### config.mk
export PLATFORM = sky130hd
export DESIGN_NAME = quire_to_posit_4_0
export DESIGN_NICKNAME = d
export VERILOG_FILES = /design/src/rtl/quire_to_posit_4_0_pkg.sv /design/src/rtl/quire_to_posit_4_0_lod.sv /design/src/rtl/quire_to_posit_4_0.sv
export SDC_FILE = /design/constraint.sdc
export NUM_CORES = 1
export LEC_CHECK = 0
export BUFFER_PORTS_ARGS = -buffer_cell sky130_fd_sc_hd__buf_4
export CAP_MARGIN = 10
export CORE_MARGIN = 2
export CORE_UTILIZATION = 46
export DETAILED_ROUTE_END_ITERATION = 8
export PLACE_DENSITY = 0.76
export RECOVER_POWER = 50
export SETUP_SLACK_MARGIN = 0.02
export SKIP_CTS_REPAIR_TIMING = 1
export SYNTH_ARGS = -nofsm -noshare
export SYNTH_HDL_FRONTEND = slang
export SYNTH_SLANG_ARGS = --single-unit
### constraint.sdc
create_clock -name clk -period 5.8 [get_ports clk]
set_clock_uncertainty 0.1 [all_clocks]
set_input_delay 1.16 -clock clk [delete_from_list [all_inputs] [get_ports clk]]
set_output_delay 1.16 -clock clk [all_outputs]
set_load 0.005 [all_outputs]
### src/rtl/quire_to_posit_4_0_pkg.sv
// Shared constants and types for the posit<4,0> quire-to-posit conversion stage.
package posit_defines;

    localparam int POSIT_WIDTH     = 4;
    localparam int ES              = 0;
    localparam int QUIRE_FRAC_BITS = 4;

    localparam logic [POSIT_WIDTH-1:0] POSIT_NAR    = 4'b1000;
    localparam logic [POSIT_WIDTH-1:0] POSIT_MAXPOS = 4'b0111;
    localparam logic [POSIT_WIDTH-1:0] POSIT_MINPOS = 4'b0001;
    localparam logic [POSIT_WIDTH-1:0] POSIT_ZERO   = 4'b0000;

    function automatic int quire_size(input int log_nb_accum);
        return 9 + log_nb_accum;
    endfunction

    // Side-band information travelling with each beat through the pipeline.
    typedef struct packed {
        logic neg;
        logic zero;
        logic nar;
        logic sow;
        logic eow;
    } beat_flags_t;

endpackage

### src/rtl/quire_to_posit_4_0_lod.sv
// Combinational leading-one detector: position of the highest set bit plus a nonzero flag.
module leading_one_detect #(
    parameter int WIDTH = 19,
    parameter int POS_W = $clog2(WIDTH)
) (
    input  logic [WIDTH-1:0] vec_i,
    output logic [POS_W-1:0] pos_o,
    output logic             valid_o
);

    // Ascending scan: the last set bit seen is the most significant one.
    always_comb begin
        pos_o   = '0;
        valid_o = 1'b0;
        for (int i = 0; i < WIDTH; i++) begin
            if (vec_i[i]) begin
                pos_o   = POS_W'(i);
                valid_o = 1'b1;
            end
        end
    end

endmodule

### src/rtl/quire_to_posit_4_0.sv
// Quire-to-posit<4,0> converter: 3-stage rts/rtr pipeline (magnitude, LOD, encode+RNE) with sticky window NaR.
// Define QUIRE_TO_POSIT_EOW_FILTER_EN to convert only end-of-window beats; other accepted beats become bubbles.
module quire_to_posit_4_0
    import posit_defines::*;
#(
    parameter  int LOG_NB_ACCUM = 10,
    parameter  int FRAC_BITS    = QUIRE_FRAC_BITS,
    localparam int QUIRE_SIZE   = quire_size(LOG_NB_ACCUM)
) (
    input  logic                   clk,
    input  logic                   rst,
    output logic                   rtr_o,
    input  logic                   rts_i,
    input  logic                   sow_i,
    input  logic                   eow_i,
    input  logic [QUIRE_SIZE-1:0]  data_i,
    input  logic                   sign_i,
    input  logic                   zero_i,
    input  logic                   NaR_i,
    input  logic                   rtr_i,
    output logic                   rts_o,
    output logic                   sow_o,
    output logic                   eow_o,
    output logic [POSIT_WIDTH-1:0] posit_o,
    output logic                   NaR_o,
    output logic                   zero_o
);

    localparam int POS_W = $clog2(QUIRE_SIZE);
    localparam int FW    = FRAC_BITS + 1;   // widest fraction kept below the leading one without saturating
    localparam int BW    = 2 * FW + 2;      // regime plus fraction always fits here

    logic process_en;
    logic accept;
    logic win_nar;

    logic nar_acc_q, nar_acc_d;

    logic                  valid1_q, valid1_d;
    logic [QUIRE_SIZE-1:0] mag1_q, mag1_d;
    beat_flags_t           flags1_q, flags1_d;

    logic             lod_valid;
    logic [POS_W-1:0] lod_pos;

    logic             valid2_q, valid2_d;
    logic [POS_W-1:0] pos2_q, pos2_d;
    logic [FW-1:0]    frac2_q, frac2_d;
    beat_flags_t      flags2_q, flags2_d;

    logic                   valid3_q, valid3_d;
    logic [POSIT_WIDTH-1:0] posit3_q, posit3_d;
    logic                   nar3_q, nar3_d;
    logic                   zero3_q, zero3_d;
    logic                   sow3_q, sow3_d;
    logic                   eow3_q, eow3_d;

    logic                   sat;
    logic [FW-1:0]          frac_al;
    logic [BW-1:0]          bits;
    logic [POS_W-1:0]       r_len;
    logic [2:0]             code;
    logic [2:0]             code_rnd;
    logic                   guard;
    logic                   sticky;
    logic                   round_up;
    logic [POSIT_WIDTH-1:0] posit_mag;

    // The whole pipeline moves together; it only freezes when a held result is refused.
    assign process_en = rtr_i | ~valid3_q;
    assign accept     = rts_i & process_en;
    assign rtr_o      = process_en;

    // NOTE: every always_comb output gets a default first so no path can infer a latch.
    always_comb begin
        win_nar   = NaR_i | (nar_acc_q & ~sow_i);
        nar_acc_d = nar_acc_q;
        if (accept) begin
            nar_acc_d = eow_i ? 1'b0 : win_nar;
        end
    end

    // Stage 1: magnitude of the two's-complement quire; -2^(QUIRE_SIZE-1) maps to its unsigned pattern.
    always_comb begin
        valid1_d = valid1_q;
        mag1_d   = mag1_q;
        flags1_d = flags1_q;
        if (process_en) begin
`ifdef QUIRE_TO_POSIT_EOW_FILTER_EN
            valid1_d = accept & eow_i;
`else
            valid1_d = accept;
`endif
            mag1_d   = data_i[QUIRE_SIZE-1] ? (~data_i + 1'b1) : data_i;
            flags1_d = '{neg: sign_i, zero: zero_i, nar: win_nar, sow: sow_i, eow: eow_i};
        end
    end

    leading_one_detect #(
        .WIDTH (QUIRE_SIZE),
        .POS_W (POS_W)
    ) u_lod (
        .vec_i   (mag1_q),
        .pos_o   (lod_pos),
        .valid_o (lod_valid)
    );

    // Stage 2: only the low FW magnitude bits can reach the encoder unsaturated.
    always_comb begin
        valid2_d = valid2_q;
        pos2_d   = pos2_q;
        frac2_d  = frac2_q;
        flags2_d = flags2_q;
        if (process_en) begin
            valid2_d      = valid1_q;
            pos2_d        = lod_pos;
            frac2_d       = mag1_q[FW-1:0];
            flags2_d      = flags1_q;
            flags2_d.zero = flags1_q.zero | ~lod_valid;
        end
    end

    // Stage 3 encoder: bits = regime || fraction, left-aligned; scale s = pos - FRAC_BITS.
    always_comb begin
        sat     = pos2_q >= POS_W'(FRAC_BITS + 2);
        frac_al = '0;
        bits    = '0;
        r_len   = '0;
        if (!sat) begin
            frac_al = frac2_q << (POS_W'(FW) - pos2_q);
            if (pos2_q >= POS_W'(FRAC_BITS)) begin
                r_len = pos2_q - POS_W'(FRAC_BITS) + POS_W'(2);
                bits  = ~({BW{1'b1}} >> (pos2_q - POS_W'(FRAC_BITS) + POS_W'(1)));
            end else begin
                r_len = POS_W'(FRAC_BITS) - pos2_q + POS_W'(1);
                bits  = {1'b1, {(BW-1){1'b0}}} >> (POS_W'(FRAC_BITS) - pos2_q);
            end
            bits = bits | ({frac_al, {(BW-FW){1'b0}}} >> r_len);
        end

        code     = bits[BW-1 -: 3];
        guard    = bits[BW-4];
        sticky   = |bits[BW-5:0];
        round_up = guard & (sticky | code[0]);

        // Rounding past maxpos clips; a nonzero value never rounds down to zero.
        code_rnd = code;
        if (round_up && code != 3'b111) begin
            code_rnd = code + 3'd1;
        end
        if (code_rnd == 3'b000) begin
            code_rnd = POSIT_MINPOS[2:0];
        end
        posit_mag = sat ? POSIT_MAXPOS : {1'b0, code_rnd};
    end

    always_comb begin
        valid3_d = valid3_q;
        posit3_d = posit3_q;
        nar3_d   = nar3_q;
        zero3_d  = zero3_q;
        sow3_d   = sow3_q;
        eow3_d   = eow3_q;
        if (process_en) begin
            valid3_d = valid2_q;
            sow3_d   = flags2_q.sow;
            eow3_d   = flags2_q.eow;
            nar3_d   = flags2_q.nar;
            zero3_d  = ~flags2_q.nar & flags2_q.zero;
            if (flags2_q.nar) begin
                posit3_d = POSIT_NAR;
            end else if (flags2_q.zero) begin
                posit3_d = POSIT_ZERO;
            end else if (flags2_q.neg) begin
                posit3_d = ~posit_mag + 4'd1;
            end else begin
                posit3_d = posit_mag;
            end
        end
    end

    // NOTE: sequential state uses non-blocking assignments so every flop samples pre-edge values.
    always_ff @(posedge clk or posedge rst) begin
        if (rst) begin
            nar_acc_q <= 1'b0;
            valid1_q  <= 1'b0;
            mag1_q    <= '0;
            flags1_q  <= '0;
            valid2_q  <= 1'b0;
            pos2_q    <= '0;
            frac2_q   <= '0;
            flags2_q  <= '0;
            valid3_q  <= 1'b0;
            posit3_q  <= POSIT_ZERO;
            nar3_q    <= 1'b0;
            zero3_q   <= 1'b0;
            sow3_q    <= 1'b0;
            eow3_q    <= 1'b0;
        end else begin
            nar_acc_q <= nar_acc_d;
            valid1_q  <= valid1_d;
            mag1_q    <= mag1_d;
            flags1_q  <= flags1_d;
            valid2_q  <= valid2_d;
            pos2_q    <= pos2_d;
            frac2_q   <= frac2_d;
            flags2_q  <= flags2_d;
            valid3_q  <= valid3_d;
            posit3_q  <= posit3_d;
            nar3_q    <= nar3_d;
            zero3_q   <= zero3_d;
            sow3_q    <= sow3_d;
            eow3_q    <= eow3_d;
        end
    end

    assign rts_o   = valid3_q;
    assign posit_o = posit3_q;
    assign NaR_o   = nar3_q;
    assign zero_o  = zero3_q;
    assign sow_o   = sow3_q;
    assign eow_o   = eow3_q;

endmodule

# After elaboration in Yosys (flattened, before gate mapping)
# Index checks and enable logic that the tools add are counted.
[op_classes]
eq_ne = 1
add_sub_neg = 9
div_mod_pow = 0
reduce_logical = 3
shift = 4
n_lt_le_gt_ge = 2
bitwise = 16
mux = 50
mul = 0
[op_table]
columns = ["operator", "n"]
rows = [
  ["2-to-1 mux 4 bit", 11],
  ["2-to-1 mux 12 bit", 3],
  ["2-to-1 mux 5 bit", 5],
  [">> shifter 12 x 5 -> 12 bit (first input constant)", 2],
  ["2-to-1 mux 1 bit", 21],
  ["2-to-1 mux 3 bit", 7],
  ["adder 19 x 1 -> 19 bit (second input constant)", 1],
  ["2-to-1 mux 19 bit", 1],
  ["NOT 19 bit", 1],
  ["NOT 12 bit", 1],
  ["OR 12 bit", 1],
  [">> shifter 12 x 5 -> 12 bit", 1],
  ["adder 5 x 1 -> 5 bit (second input constant)", 2],
  ["greater-or-equal comparator 5 x 3 -> 1 bit (second input constant)", 2],
  ["subtractor 3 x 5 -> 5 bit (first input constant)", 2],
  ["OR reduction 8 bit", 1],
  ["adder 5 x 2 -> 5 bit (second input constant)", 1],
  ["<< shifter 5 x 5 -> 5 bit", 1],
  ["subtractor 5 x 3 -> 5 bit (second input constant)", 1],
  ["adder 4 x 1 -> 4 bit (second input constant)", 1],
  ["bitwise AND 1 bit", 4],
  ["2-to-1 mux 2 bit", 2],
  ["NOT 1 bit", 4],
  ["NOT 3 -> 4 bit", 1],
  ["other kinds (5)", 8],
]
[totals]
ff_bits = 51
ramBits = 0
out_inout_bits = 10
latchBits = 0
mem_bits_ro = 0
memories = 0
word_cells = 107

# Depth between registers and ports, before layout
# Gate-level depths: netlist of run 1.
[depth]
ltp_word = 21
depth_mapped = 23
ltp_nobuf = 21

# Cells and area by module
# Synthesis of run 1 repeated with hierarchy kept, for this count alone.
[unflattened]
hier_cells = 453
area_unflattened_um2 = 3751.1
[modules_own_cells]
columns = ["mod", "area_each_um2", "cells_each", "n_inst"]
rows = [
  ["quire_to_posit_4_0", 3555.9, 416, 1],
  ["leading_one_detect", 195.2, 37, 1],
]

# Least setup slack after synthesis of run 1
# No wires, ideal clock.
[synth_timing]
kind = "reg-to-reg"
startpoint = "reg pos2_q[0]"
endpoint = "reg posit3_q[2] (netlist: posit_o[2])"
path_slack_ps = 1280
period_less_slack_ps = 4520
stages_incl_launch_ff = 22
path_buffers = 1
arrival_time_ps = 4299
t_required_ps = 5578
cell_sequence = "dfrtp_1 -> buf_1 -> inv_1 -> ha_1 -> or2_2 -> nor3b_1 -> a21o_1 -> nor3_1 -> o31ai_1 -> o21a_1 -> nor2_1 -> ha_1 -> ha_1 -> nor2_1 -> nand2_1 -> o22a_1 -> a41o_1 -> o31ai_1 -> ha_1 -> nand2b_1 -> nand3_1 -> a32o_1"
[synth_via]
elab_chain_len = 21
[synth_rtl]
columns = ["item", "line", "text"]
rows = [
  ["start, declared", "quire_to_posit_4_0.sv:47", "logic [POS_W-1:0] pos2_q, pos2_d;"],
  ["start signal, assigned", "quire_to_posit_4_0.sv:205", "pos2_q <= pos2_d;"],
  ["subtractor 5 x 3 -> 5 bit", "quire_to_posit_4_0.sv:132, quire_to_posit_4_0.sv:133", ""],
  ["adder 5 x 1 -> 5 bit", "quire_to_posit_4_0.sv:133", "bits = ~({BW{1'b1}} >> (pos2_q - POS_W'(FRAC_BITS) + POS_W'(1)));"],
  [">> shifter 12 x 5 -> 12 bit", "quire_to_posit_4_0.sv:133", ""],
  ["NOT 12 bit", "quire_to_posit_4_0.sv:133", ""],
  ["2-to-1 mux 12 bit", "quire_to_posit_4_0.sv:131", "if (pos2_q >= POS_W'(FRAC_BITS)) begin"],
  ["2-to-1 mux 12 bit", "quire_to_posit_4_0.sv:129", "if (!sat) begin"],
  ["OR 12 bit", "quire_to_posit_4_0.sv:138", "bits = bits | ({frac_al, {(BW-FW){1'b0}}} >> r_len);"],
  ["2-to-1 mux 12 bit", "quire_to_posit_4_0.sv:129", ""],
  ["[... 5 more ...]", "n/a", ""],
  ["logical NOT 3 bit", "quire_to_posit_4_0.sv:151", "if (code_rnd == 3'b000) begin"],
  ["2-to-1 mux 3 bit", "quire_to_posit_4_0.sv:151", ""],
  ["2-to-1 mux 3 bit *", "quire_to_posit_4_0.sv:154", "posit_mag = sat ? POSIT_MAXPOS : {1'b0, code_rnd};"],
  ["NOT 3 -> 4 bit", "quire_to_posit_4_0.sv:175", "posit3_d = ~posit_mag + 4'd1;"],
  ["adder 4 x 1 -> 4 bit", "quire_to_posit_4_0.sv:175", ""],
  ["2-to-1 mux 4 bit *", "quire_to_posit_4_0.sv:174", "end else if (flags2_q.neg) begin"],
  ["2-to-1 mux 4 bit *", "quire_to_posit_4_0.sv:172", "end else if (flags2_q.zero) begin"],
  ["2-to-1 mux 4 bit *", "quire_to_posit_4_0.sv:170", "if (flags2_q.nar) begin"],
  ["end signal, assigned", "quire_to_posit_4_0.sv:209", "posit3_q <= posit3_d;"],
  ["end, declared", "quire_to_posit_4_0.sv:52", "logic [POSIT_WIDTH-1:0] posit3_q, posit3_d;"],
]
# Mark *: on every way between the ends. The rest lies on a longest branch, timed or not. The select of a mux whose other input is x is not followed.
# A chain may end at the register's enable or synchronous reset.

# Worst setup path in the final report of run 1
[layout_timing]
startpoint = "reg pos2_q[1]"
endpoint = "reg posit3_q[2] (netlist: posit_o[2])"
# Same word-level chain as after synthesis.

==> results.txt, run 1 <==
The run finished, with violations left. The final reports fail on capacitance limit, slew limit. For the total global routing track utilization, the log shows 18.97%. Setup repair after global routing left no endpoint under its margin.

The via count of the first global-routing pass came out at 2966. Once routing completed, OpenROAD measured the worst setup slack at 0.5500 ns. The initial core utilization was 47.86%; the share of flip-flops with an asynchronous set or reset after synthesis was 100.0%. The number of cells on the worst reg-to-reg path is 20, and the worst endpoint required time is 5.90 ns.

At the end of routability-driven placement, the weighted congestion stood at 0.9387. The tools report the worst relative slew slack as -73.25%. The routed design could run at a clock period as short as 5.250 ns.

The run gives 0 as the number of nets with antenna violations after detailed routing. For this block, the routed nets add up to 7424 um of wire. Counting the fill cells in the layout gives 728.

After synthesis, the cell types taking the most area are sky130_fd_sc_hd__dfrtp_1 37%, sky130_fd_sc_hd__nand2_1 11%, sky130_fd_sc_hd__ha_1 7.5%. At the pin with the least slew margin, the transition time is 2.599 ns. Yosys instantiated no cell more often than sky130_fd_sc_hd__nand2_1. Family with the most delay on the worst path: compound AO/OA/AOI/OAI gates. Cell with the largest stage delay on the worst path: sky130_fd_sc_hd__dfrtp_1. The count of buffer and inverter cells on the critical path works out to 1. The average size of a mapped cell is 8.115 um2. Across the run, the number of max-cap violations was 2. In this run the number of cells on the critical path is 20. The tools report the cell leakage power as 1.823 nW. Among all flip-flop cells after synthesis, the most frequent one is sky130_fd_sc_hd__dfrtp_1.

Sequential cells were found to cover 36.57% of the synthesized design area. After clock tree synthesis, the clock-pin slew on the worst setup and hold paths is 0.10 ns. TritonCTS built the clock tree.

The core region is 7292 um2. The die width was 91.10 um. The tools report the highest ir drop seen on vdd as 0.0001627 V. The synthesized design spends more area on one cell type than any other, namely sky130_fd_sc_hd__dfrtp_1. The number of pins exceeding their max-slew limit in the final report came out at 125. The worst setup path is captured at a register. The synthesized netlist occupies a cell area of 3490 um2. The logs give 8299 um2 for the die footprint and 51 for the number of sinks on the clock net.

The clock passes through at most 2 buffers. During placement, the flow inserted port buffers numbering 37. Measured along the y axis, the die boundary spans 91.10 um. Of the available clock period, the critical path in the final layout requires 90.52%. The ratio of total power to cell area works out to 479.8 nW/um2. Buffers inserted during clock tree synthesis total 5. Setup total negative slack on the finished layout was measured at 0 ns. In the synthesized netlist, the number of instances is 430. The logs give 0.3707 ns for the worst hold slack across all endpoints and 119 for the number of DRC violations after detailed-routing iteration 0. The depth of the worst hold-timing path works out to 2. The final routed wire length divided by cell count came out at 13.35 um. The placed instances occupy a cell area of 3830 um2. The number of distinct standard cells referenced by the synthesized netlist was 49; the critical path's largest stage delay was 0.69 ns.

38 I/O pins were placed. Type of origin of the critical path: a register. The design draws 1.901 mW.

Clock tree synthesis selected as its root buffer the cell sky130_fd_sc_hd__clkbuf_8. The routed layout has 3053 vias. The clock reaches the later pin of the worst-skew pair after 0.31 ns. For the wire length of the first global-routing pass, the log shows 13170 um. The number of antenna violations at the first check in global routing is 0, and the cell area after layout is 3963 um2.

The area share of the largest cell type after synthesis came out at 36.57%. Number of warnings printed during yosys synthesis: 0. The area growth from synthesis to layout works out to 13.55%. After detailed routing, the number of vias per cell comes to 5.491. OpenSTA, run right after detailed placement, puts the worst setup slack at 0.6162 ns. The cell repeated most along the worst path was sky130_fd_sc_hd__ha_1. The commonest cells after synthesis are 98 x sky130_fd_sc_hd__nand2_1, 51 x sky130_fd_sc_hd__dfrtp_1, 39 x sky130_fd_sc_hd__o21ai_0. Arrival time at the worst endpoint: 5.35 ns. Remaining global-route overflow: 0. The final setup violation count came out at 0.

The first detailed-routing pass took 4 iterations. The number of hold violations in the final report is 0, and the number of H-tree levels is 2. In the routed design, unresolved DRC markers number 0.

The row count came out at 31. Counting flops with a built-in enable in the synthesized netlist gives 0. The class of the tightest hold or removal check was register to register.

Walking the worst path, the cells encountered are inv_1 -> ha_1 -> mux2_2 -> a21oi_1 -> o22a_1 -> nor3_1 -> o31ai_1 -> o21a_1 -> nor2_1 -> ha_1 -> ha_1 -> nor2_1 -> nand2_1 -> o22a_1 -> a41o_1 -> o31ai_1 -> ha_1 -> nand2b_1 -> nand3_1 -> a32o_1. Share of post-route cells with drive strength above 1: 11.16%. Summed over all nets, the half-perimeter wirelength after detailed placement is 5608 um.

The number of antenna diodes in the final layout is 0. The setup path with the least slack is of type register to register. The logs give 73 for the pin count of the biggest net entering global routing and 0.1905 GHz for the maximum frequency from static timing analysis.

The final layout net count was 505. The maximum fanout along the worst path came out at 15. Counting every net in the synthesized netlist gives 479. The synthesis-stage register bit count works out to 51.
-- worst register-to-register path, cell delays in order (launching register included) --
cell and delay [ns]:
sky130_fd_sc_hd__dfrtp_1 0.69, sky130_fd_sc_hd__inv_1 0.26, sky130_fd_sc_hd__ha_1 0.49, sky130_fd_sc_hd__mux2_2 0.36, sky130_fd_sc_hd__a21oi_1 0.15, sky130_fd_sc_hd__o22a_1 0.22
sky130_fd_sc_hd__nor3_1 0.06, sky130_fd_sc_hd__o31ai_1 0.36, sky130_fd_sc_hd__o21a_1 0.22, sky130_fd_sc_hd__nor2_1 0.06, sky130_fd_sc_hd__ha_1 0.21, sky130_fd_sc_hd__ha_1 0.19
sky130_fd_sc_hd__nor2_1 0.14, sky130_fd_sc_hd__nand2_1 0.07, sky130_fd_sc_hd__o22a_1 0.22, sky130_fd_sc_hd__a41o_1 0.26, sky130_fd_sc_hd__o31ai_1 0.39, sky130_fd_sc_hd__ha_1 0.21
sky130_fd_sc_hd__nand2b_1 0.11, sky130_fd_sc_hd__nand3_1 0.08, sky130_fd_sc_hd__a32o_1 0.28
-- report_power, final --
part	switching, mW	internal (mW)
Clock	0.123	0.175
Sequential	0.143	0.473
Combinational	0.576	0.411
-- registers in the layout, indices dropped and copies added, names as in the netlist, 4 cells and up --
register / flops
posit_o: 4
flags2_q: 5
flags1_q: 5
mag1_q: 19
pos2_q: 5
frac2_q: 5
-- cells in the final DEF (no fill, tap or decap), drive strengths merged, types with 6 or more instances in the layout --
master  netlist  layout
nand2        98      98
o31ai         9       9
o22ai         6       6
nand2b       11      11
or3           7       7
xor2         21      21
ha           21      21
dfrtp        51      51
o21ai        40      40
inv          16      17
nor2         19      19
nand3         6       6
buf           5      35
a21oi        19      19
clkbuf       14       8
nor3         22      22
-- metal layers --
| layer | GRT usage (%) | vias to the layer above | wire, um |
|---|---|---|---|
| li1 | - | 1560 | - |
| met1 | 25.35 | 1414 | 3468 |
| met2 | 31.67 | 65 | 3570 |
| met3 | 1.577 | 14 | 223 |
| met4 | 8.081 | 0 | 161 |
| met5 | 0 | - | 0 |
-- per-stage QoR --
stage               util [%]  instances
global placement       52.52        548
global route           54.34        556
floorplan                  -        430
CTS                    54.44        556
detailed placement     52.52        548
finish                 54.34        556
-- area by class of cell --
type,count,area (um2),share of cell area [%]
Clock buffer,5,68.82,1.737
Clock inverter,3,71.32,1.800
Inverter,16,60.06,1.516
Multi-Input combinational cell,344,2085,52.61
Sequential cell,51,1276,32.21
Tap cell,99,123.9,3.126
Timing Repair Buffer,38,277.8,7.010
-- final timing paths --
check,start,endpoint,slack [ns]
min in group asynchronous,rst,mag1_q[14],1.34
worst min-delay path,valid2_q,valid2_q,0.37
max in group asynchronous,rst,pos2_q[2],3.16
worst max register to register,pos2_q[1],posit_o[2],0.55
worst min register to register,valid2_q,valid2_q,0.37
worst max-delay path,pos2_q[1],posit_o[2],0.55
-- kinds of logic after synthesis --
logic type / count (synthesis) / share of synthesized area [%]
DFF: 51 / 36.57
muxes: 8 / 2.725
adders and majority gates: 21 / 7.530
and+or+nand+nor: 183 / 23.92
buffers and inverters: 35 / 3.908
xor gates and xnor gates: 25 / 6.275
AOI/OAI and AO/OA: 107 / 19.08
Power figures use the tool's default switching activity.
==> inputs of run 2 (changes only) <==
Settings changed: CAP_MARGIN 10 to 0, SYNTH_HIERARCHICAL set to 1.
==> run 2 against run 1 <==
Total power is 11% higher; area after synthesis is 7.5% higher; the run still ends with capacitance limit, slew limit left; die area is 7.1% higher; routed wire length is 6.0% higher; highest routed layer unchanged; via count is 6.0% higher.
==> results.txt, run 2 <==
The flow ran to the end, but the final reports show violations. The checks that failed: capacitance limit, slew limit. The number of enable flip-flop cells after synthesis works out to 0 (unchanged). The worst relative slew slack came out at -56.15% (+17 points). The logs give 580 (+4.3%) for the count of non-filler cells in the finished layout and 1.865 nW (+2.3%) for the cell leakage power. The maximum clock insertion buffer count is 2 (unchanged). The average size of a mapped cell works out to 8.281 um2 (+2.0%). The placeable core region is 7807 um2 (+7.1%). The area share of the largest cell type after synthesis is 34.02% (-2.5 points). The number of antenna violations at the first check in global routing was 0 (unchanged); the number of antenna diodes was 0 (unchanged). The root buffer cell is sky130_fd_sc_hd__clkbuf_8. The total standard cell area after synthesis is 3751 um2 (+7.5%).

Row count: 32 (+3.2%). Critical register-to-register path endpoint: posit_o[2]. By instance count, the leading cell after synthesis is sky130_fd_sc_hd__nand2_1. The origin of the worst min-delay path is valid2_q. The number of max-cap violations came out at 2 (unchanged).

Cell count after synthesis: 453 (+5.3%). The setup slack at placement was 0.5989 ns (-0.01726 ns). The maximum frequency from static timing analysis was 0.1906 GHz (about the same); the insertion delay of the later-clocked pin in the worst-skew pair was 0.30 ns (about the same). The post-placement cell count is 573 (+4.6%), and the share of flip-flops with an asynchronous set or reset after synthesis is 100.0% (unchanged). The number of H-tree levels was 2 (unchanged); the maximum fanout along the worst path was 16 (+1).

The logs give 8892 um2 (+7.1%) for the die footprint and 34.02% (-2.5 points) for the fraction of the yosys area taken by sequential cells. The wire length of the first global-routing pass is 13550 um (+2.9%), and the final routed wire length divided by cell count is 13.57 um (+1.6%). The worst endpoint required time is 5.90 ns (about the same), and the total of buffers placed on input and output ports is 37 (unchanged).

The tools report the worst hold slack across all endpoints as 0.3676 ns (-0.003149 ns). The slack of the worst reg-to-reg path was 0.55 ns (about the same); the remaining design rule violation count was 0 (unchanged). Class of the tightest hold or removal check: register to register. The type of origin of the critical path was a register.

The tools report the final setup violation count as 0 (unchanged). Number of sinks on the clock net: 51 (unchanged). The tools report the initial core utilization as 48.04% (+0.19 points). The dominant synthesized flop cell was sky130_fd_sc_hd__dfrtp_1. The final critical-path required period works out to 5.247 ns (-0.003132 ns). The slew at the pin closest to its max-slew limit was 2.342 ns (-0.2564 ns); the number of pins exceeding their max-slew limit in the final report was 120 (-4.0%). The sum of routed wire length over all layers is 7869 um (+6.0%), and the number of cells on the worst reg-to-reg path is 19 (-5.0%). The arrival time at the worst endpoint was 5.34 ns (about the same). The ratio of total power to cell area was 509.0 nW/um2 (+6.1%).

Setup repair after global routing left no endpoint under its margin. The tools report the remaining global-route overflow as 0 (unchanged). The die extent in y works out to 94.30 um (+3.5%). The detailed-placement wirelength estimate is 5948 um (+6.1%). For the final RePlAce weighted congestion, the log shows 0.8972 (-4.4%). TritonCTS built the clock tree. The total global routing track utilization was 18.61% (-0.37 points). The highest ir drop seen on vdd is 0.0001596 V (-1.9%), and the synthesis-stage register bit count is 51 (unchanged). The clock transition at the register clock pins on the worst setup and hold paths after CTS is 0.09 ns (about the same). Ranked by instance count, the synthesized netlist is headed by 95 x sky130_fd_sc_hd__nand2_1, 51 x sky130_fd_sc_hd__dfrtp_1, 47 x sky130_fd_sc_hd__o21ai_0, 24 x sky130_fd_sc_hd__nor2_1, 21 x sky130_fd_sc_hd__ha_1. Ranked by total cell area, the synthesized netlist is headed by sky130_fd_sc_hd__dfrtp_1 34%, sky130_fd_sc_hd__nand2_1 9.5%, sky130_fd_sc_hd__ha_1 7.0%.

The startpoint of the most critical register-to-register path was pos2_q[1]. The first-pass iteration count of the detailed router was 4 (unchanged); the number of distinct standard cells referenced by the synthesized netlist was 69 (+41%). The type of destination of the critical path is a register.

The share of post-route cells with drive strength above 1 is 13.81% (+2.6 points). The number of DRC violations after detailed-routing iteration 0 is 182 (+53%). The depth of the worst hold-timing path is 1 (-1), and the number of hold violations in the final report is 0 (unchanged).

The number of warnings printed during yosys synthesis came out at 6 (+6). The number of CTS-inserted buffers was 5 (unchanged). The per-cell via count in the routed design works out to 5.579 (+1.6%).

The die width works out to 94.30 um (+3.5%). The run gives 0.5531 ns (+0.003132 ns) as the minimum setup slack in the final design. Counting flops per register, the top entry is mag1_q. For the number of nets produced by synthesis, the log shows 502 (+4.8%). Leaving out fill and tap cells, the most frequent cells in the layout are 95 x sky130_fd_sc_hd__nand2_1, 51 x sky130_fd_sc_hd__dfrtp_1, 47 x sky130_fd_sc_hd__o21ai_0.

Compared with the post-synthesis result, the final layout area differs by 10.54%. The classification of the worst setup path was register to register. The aggregate negative setup slack came out at 0 ns (unchanged).

The most common cell after layout, fill and taps aside was sky130_fd_sc_hd__nand2_1. The via count was 3236 (+6.0%). The tools report the total I/O pin count as 38 (unchanged). Summed over all instances, the cell type with the most area after synthesis is sky130_fd_sc_hd__dfrtp_1. The number of nets with antenna violations after detailed routing is 0 (unchanged).

The number of flip-flops under the largest register name was 19 (unchanged); the final layout net count was 527 (+4.4%). The logs give 2966 (unchanged) for the via count of the first global-routing pass and 68 (-6.8%) for the pin count of the biggest net entering global routing. Part of the cycle the worst path needs: 90.46% (about the same). For hold timing, the worst endpoint is rts_o.
## run 2: changes by cell type in the layout (fill, tap and decap cells not counted), moves of 6 or more
cell | previous run | this run
sky130_fd_sc_hd__a21oi_1 | 19 | 13
sky130_fd_sc_hd__mux2i_1 | 5 | 11
sky130_fd_sc_hd__nand2b_1 | 11 | 5
sky130_fd_sc_hd__nor3_1 | 21 | 13
sky130_fd_sc_hd__o21ai_0 | 39 | 47
## run 2: critical path, cell delays in order (launching register included)
cell and delay [ns]:
sky130_fd_sc_hd__dfrtp_1 0.70, sky130_fd_sc_hd__inv_1 0.30, sky130_fd_sc_hd__ha_1 0.52, sky130_fd_sc_hd__mux2i_1 0.21, sky130_fd_sc_hd__o2bb2ai_1 0.08, sky130_fd_sc_hd__a22oi_1 0.44
sky130_fd_sc_hd__mux2i_1 0.14, sky130_fd_sc_hd__a21oi_1 0.17, sky130_fd_sc_hd__o32ai_1 0.13, sky130_fd_sc_hd__and2_1 0.20, sky130_fd_sc_hd__ha_1 0.19, sky130_fd_sc_hd__ha_1 0.20
sky130_fd_sc_hd__or3_1 0.38, sky130_fd_sc_hd__o31ai_2 0.09, sky130_fd_sc_hd__nand3_1 0.15, sky130_fd_sc_hd__mux2_2 0.28, sky130_fd_sc_hd__ha_1 0.14, sky130_fd_sc_hd__nor2b_1 0.05
sky130_fd_sc_hd__or4_1 0.41, sky130_fd_sc_hd__a32o_1 0.27
## run 2: final cells by class
type / count / area (um2)
tap: 102 / 127.6
fill: 733 / 3661
clock inverter: 1 / 8.758
multi-input combinational: 362 / 2293
clock buffer: 6 / 82.58
inverter: 20 / 76.32
sequential: 51 / 1276
timing repair buffer: 38 / 281.5
## run 2: worst max-delay path by stage
stage              start    endpoint  depth (start not counted)
2_1_floorplan  pos2_q[1]  posit_o[2]                         21
3_3_place_gp   pos2_q[1]  posit_o[2]                         19
3_5_place_dp   pos2_q[1]  posit_o[2]                         19
4_1_cts        pos2_q[1]  posit_o[2]                         19
5_1_grt        pos2_q[1]  posit_o[2]                         19
6_report       pos2_q[1]  posit_o[2]                         19
## run 2: per-layer routing
metal / share of wire [%] / global-route usage, %
met2: 48 / 29.88
met4: 1.9 / 5.676
met1: 47 / 26.23
met5: 0 / 0
met3: 3.9 / 2.568
## run 2: kinds of logic (layout without fill, tap and decap cells)
logic type | Yosys count | after routing | synth area share, %
AO/OA/AOI/OAI | 111 | 111 | 19.45
flip-flops | 51 | 51 | 34.02
multiplexers | 14 | 14 | 3.936
adder cells (fa/ha/maj) | 21 | 21 | 7.005
XOR/XNOR | 26 | 26 | 6.771
buffers and inverters | 40 | 65 | 4.836
AND/OR/NAND/NOR | 190 | 190 | 23.98
## run 2: report_power, final
| part | total, mW | leakage, nW | switching [mW] | internal [mW] |
|---|---|---|---|---|
| combinational | 1.27 | 1.20 | 0.746 | 0.524 |
| clock | 0.208 | 0.0477 | 0.112 | 0.0961 |
| sequential | 0.632 | 0.621 | 0.158 | 0.474 |
## run 2: metrics by stage
stage / area [um2] / utilization, % / power, mW
final: 4146 / 53.11 / 2.111
after global routing: 4146 / 53.11 / 2.292
after CTS: 4158 / 53.25 / 2.102
after detailed placement: 4066 / 52.08 / 1.889
after global placement: 4066 / 52.08 / 1.865
after floorplan: 3751 / - / 1.602
==> inputs of run 3 (changes only) <==
Settings changed: CTS_BUF_LIST set to sky130_fd_sc_hd__clkbuf_4, MAX_ROUTING_LAYER set to met4.
==> run 3 against run 2 <==
Clock power shrank 25%; critical endpoint unchanged; setup slack lost 0.13 ns; sequential power is essentially flat; flip-flop and latch count is the same; via count grew 0.68%; clock-buffer cell count shrank 1; non-clock buffer count is the same; sequential share of layout area grew 0.31 points; the run still ends with capacitance limit, slew limit left; largest power group unchanged; highest routed layer unchanged.
==> results.txt, run 3 (synthesized netlist as in run 2, its figures left out) <==
The ratio of total power to cell area came out at 500.7 nW/um2 (-1.6%). The area of the multi-input gates was 2293 um2 (unchanged). Class of the tightest hold or removal check: register to register. TritonCTS built the clock tree. The worst register-to-register path ends at posit_o[2]. The slew at the pin closest to its max-slew limit came out at 2.369 ns (+0.02664 ns). The total of buffers placed on input and output ports works out to 37 (unchanged).

The tools report the highest ir drop seen on vdd as 0.0001627 V (+2.0%). The critical path's largest stage delay came out at 0.72 ns (+0.02 ns). The remaining design rule violation count was 0 (unchanged).

The final reports fail on capacitance limit, slew limit. The pin count of the biggest net entering global routing came out at 68 (unchanged). Setup repair after global routing left no endpoint under its margin.

Family with the most delay on the worst path: compound AO/OA/AOI/OAI gates. Leaving out fill and tap cells, the most frequent cells in the layout are 95 x sky130_fd_sc_hd__nand2_1, 51 x sky130_fd_sc_hd__dfrtp_1, 47 x sky130_fd_sc_hd__o21ai_0. The slack of the worst reg-to-reg path is 0.42 ns (-0.13 ns), and the placement-stage cell area is 4066 um2 (unchanged). The depth of the worst hold-timing path is 1 (unchanged), and the count of non-filler cells in the finished layout is 580 (unchanged).

The final routed wire length divided by cell count works out to 13.75 um (+1.3%). For the initial core utilization, the log shows 48.04% (unchanged). The placeable core region came out at 7807 um2 (unchanged). Die footprint: 8892 um2 (unchanged). The detailed-placement wirelength estimate was 5955 um (+0.12%). The arrival time at the worst endpoint is 5.55 ns (+0.21 ns). The tools report the number of nets with antenna violations after detailed routing as 0 (unchanged).

The maximum frequency from static timing analysis is 0.1860 GHz (-2.4%), and the worst relative slew slack is -57.93% (-1.8 points). The flow ran to the end, but the final reports show violations. The run gives 749 (+2.2%) as the number of filler cells placed in the layout.

The tools report the remaining global-route overflow as 0 (unchanged). Clock transition at the register clock pins on the worst setup and hold paths after CTS: 0.15 ns (+0.06 ns). The row count is 32 (unchanged), and the total global routing track utilization is 19.58% (+0.97 points). The share of post-route cells with drive strength above 1 is 13.60% (-0.21 points). The tools report the aggregate negative setup slack as 0 ns (unchanged). The final RePlAce weighted congestion is 0.9155 (+2.0%). The register bank with the most flops is mag1_q. The tools report the number of antenna diodes as 0 (unchanged). The count of buffer and inverter cells on the critical path works out to 1 (unchanged).

Area growth from synthesis to layout: 9.440%. The run gives 2 (unchanged) as the maximum clock insertion buffer count. Via count: 3258 (+0.68%).

Number of hold violations in the final report: 0 (unchanged). Per-cell via count in the routed design: 5.617 (+0.68%). The number of DRC violations after detailed-routing iteration 0 is 167 (-8.2%), and the post-placement cell count is 573 (unchanged). The startpoint identified for the worst hold timing path is valid2_q. The signal on the critical path passes through inv_1 -> ha_1 -> mux2i_1 -> o2bb2ai_1 -> a22oi_1 -> mux2i_1 -> a21oi_1 -> o32ai_1 -> and2_1 -> ha_1 -> ha_1 -> or3_1 -> o31ai_2 -> nand3_1 -> mux2_2 -> ha_1 -> nor2b_1 -> or4_1 -> a32o_1. The type of origin of the critical path is a register. The final critical-path required period was 5.376 ns (+0.1291 ns); the cell leakage power was 1.846 nW (-1.0%). The part of the cycle the worst path needs is 92.69% (+2.2 points). Most common cell after layout, fill and taps aside: sky130_fd_sc_hd__nand2_1. The slowest stage of the critical path belongs to the cell sky130_fd_sc_hd__dfrtp_1.

The tools report the final setup violation count as 0 (unchanged). The run gives 51 (unchanged) as the number of sinks on the clock net. The insertion delay of the later-clocked pin in the worst-skew pair is 0.37 ns (+0.07 ns).

The die extent in y was 94.30 um (unchanged); the final layout net count was 527 (unchanged). The type of destination of the critical path is a register. In this run the critical register-to-register path is launched from pos2_q[1]. The tools report the number of CTS-inserted buffers as 5 (unchanged). Root buffer cell: sky130_fd_sc_hd__clkbuf_4. The number of antenna violations at the first check in global routing is 0 (unchanged). The via count of the first global-routing pass was 3029 (+2.1%).

The cell repeated most along the worst path is sky130_fd_sc_hd__ha_1. End point of the most critical hold path: rts_o. Cell area after layout: 4105 um2 (-1.0%).

The die width was 94.30 um (unchanged); the wire length of the first global-routing pass was 13890 um (+2.5%). The number of flip-flops under the largest register name is 19 (unchanged). The area of all sequential standard cells was 1276 um2 (unchanged). The run gives 38 (unchanged) as the total I/O pin count. The number of pins exceeding their max-slew limit in the final report came out at 120 (unchanged). The classification of the worst setup path was register to register. For the worst endpoint required time, the log shows 5.98 ns (+0.08 ns). The run gives 2 (unchanged) as the number of H-tree levels. The maximum fanout along the worst path is 16 (unchanged).

The tools report the first-pass iteration count of the detailed router as 5 (+1). For the sum of routed wire length over all layers, the log shows 7973 um (+1.3%). The number of cells on the worst reg-to-reg path is 19 (unchanged), and the number of max-cap violations is 2 (unchanged).
==> run 3: changes by cell type in the layout (fill, tap and decap cells not counted) <==
| cell | delta |
|---|---|
| sky130_fd_sc_hd__clkbuf_4 | +5 |
| sky130_fd_sc_hd__clkbuf_8 | -6 |
| sky130_fd_sc_hd__clkinv_1 | +1 |
==> run 3: worst max-delay path by stage <==
| stage | from | to | slack, ns | cells past startpoint |
|---|---|---|---|---|
| floorplan | pos2_q[1] | posit_o[2] | 1.10 | 21 |
| global placement | pos2_q[1] | posit_o[2] | 0.73 | 19 |
| detailed placement | pos2_q[1] | posit_o[2] | 0.53 | 19 |
| CTS | pos2_q[1] | posit_o[2] | 0.49 | 19 |
| global route | pos2_q[1] | posit_o[2] | 0.09 | 19 |
| finish | pos2_q[1] | posit_o[2] | 0.42 | 19 |
==> run 3: layout make-up <==
| cell class | count | area share (%) |
|---|---|---|
| flip-flops and latches | 51 | 31.09 |
| repair buffers | 38 | 6.858 |
| multi-input cells | 362 | 55.87 |
| well taps | 102 | 3.109 |
| clock buffers | 5 | 0.9144 |
| inverters | 20 | 1.859 |
| clock inverters | 2 | 0.3048 |
==> run 3: per-stage QoR <==
stage | setup slack (ns) | hold WS [ns] | power [mW] | util (%)
after floorplan | 1.099 | 0.3300 | 1.602 | -
after global placement | 0.7345 | 0.3443 | 1.865 | 52.08
after detailed placement | 0.5297 | 0.3478 | 1.890 | 52.08
after CTS | 0.4914 | 0.3812 | 2.049 | 52.72
after global routing | 0.08805 | 0.4067 | 2.242 | 52.58
final | 0.4239 | 0.3783 | 2.055 | 52.58
==> run 3: power by group <==
| group | leakage, nW | internal (mW) | switching [mW] |
|---|---|---|---|
| combinational | 1.20 | 0.523 | 0.742 |
| clock | 0.0291 | 0.0455 | 0.111 |
| sequential | 0.621 | 0.473 | 0.161 |
==> run 3: layer usage <==
metal  GRT usage [%]  share of wire, %
met1           26.94                47
met5               -                 0
met4           7.246               2.5
met2           30.12                47
met3           2.006               3.4
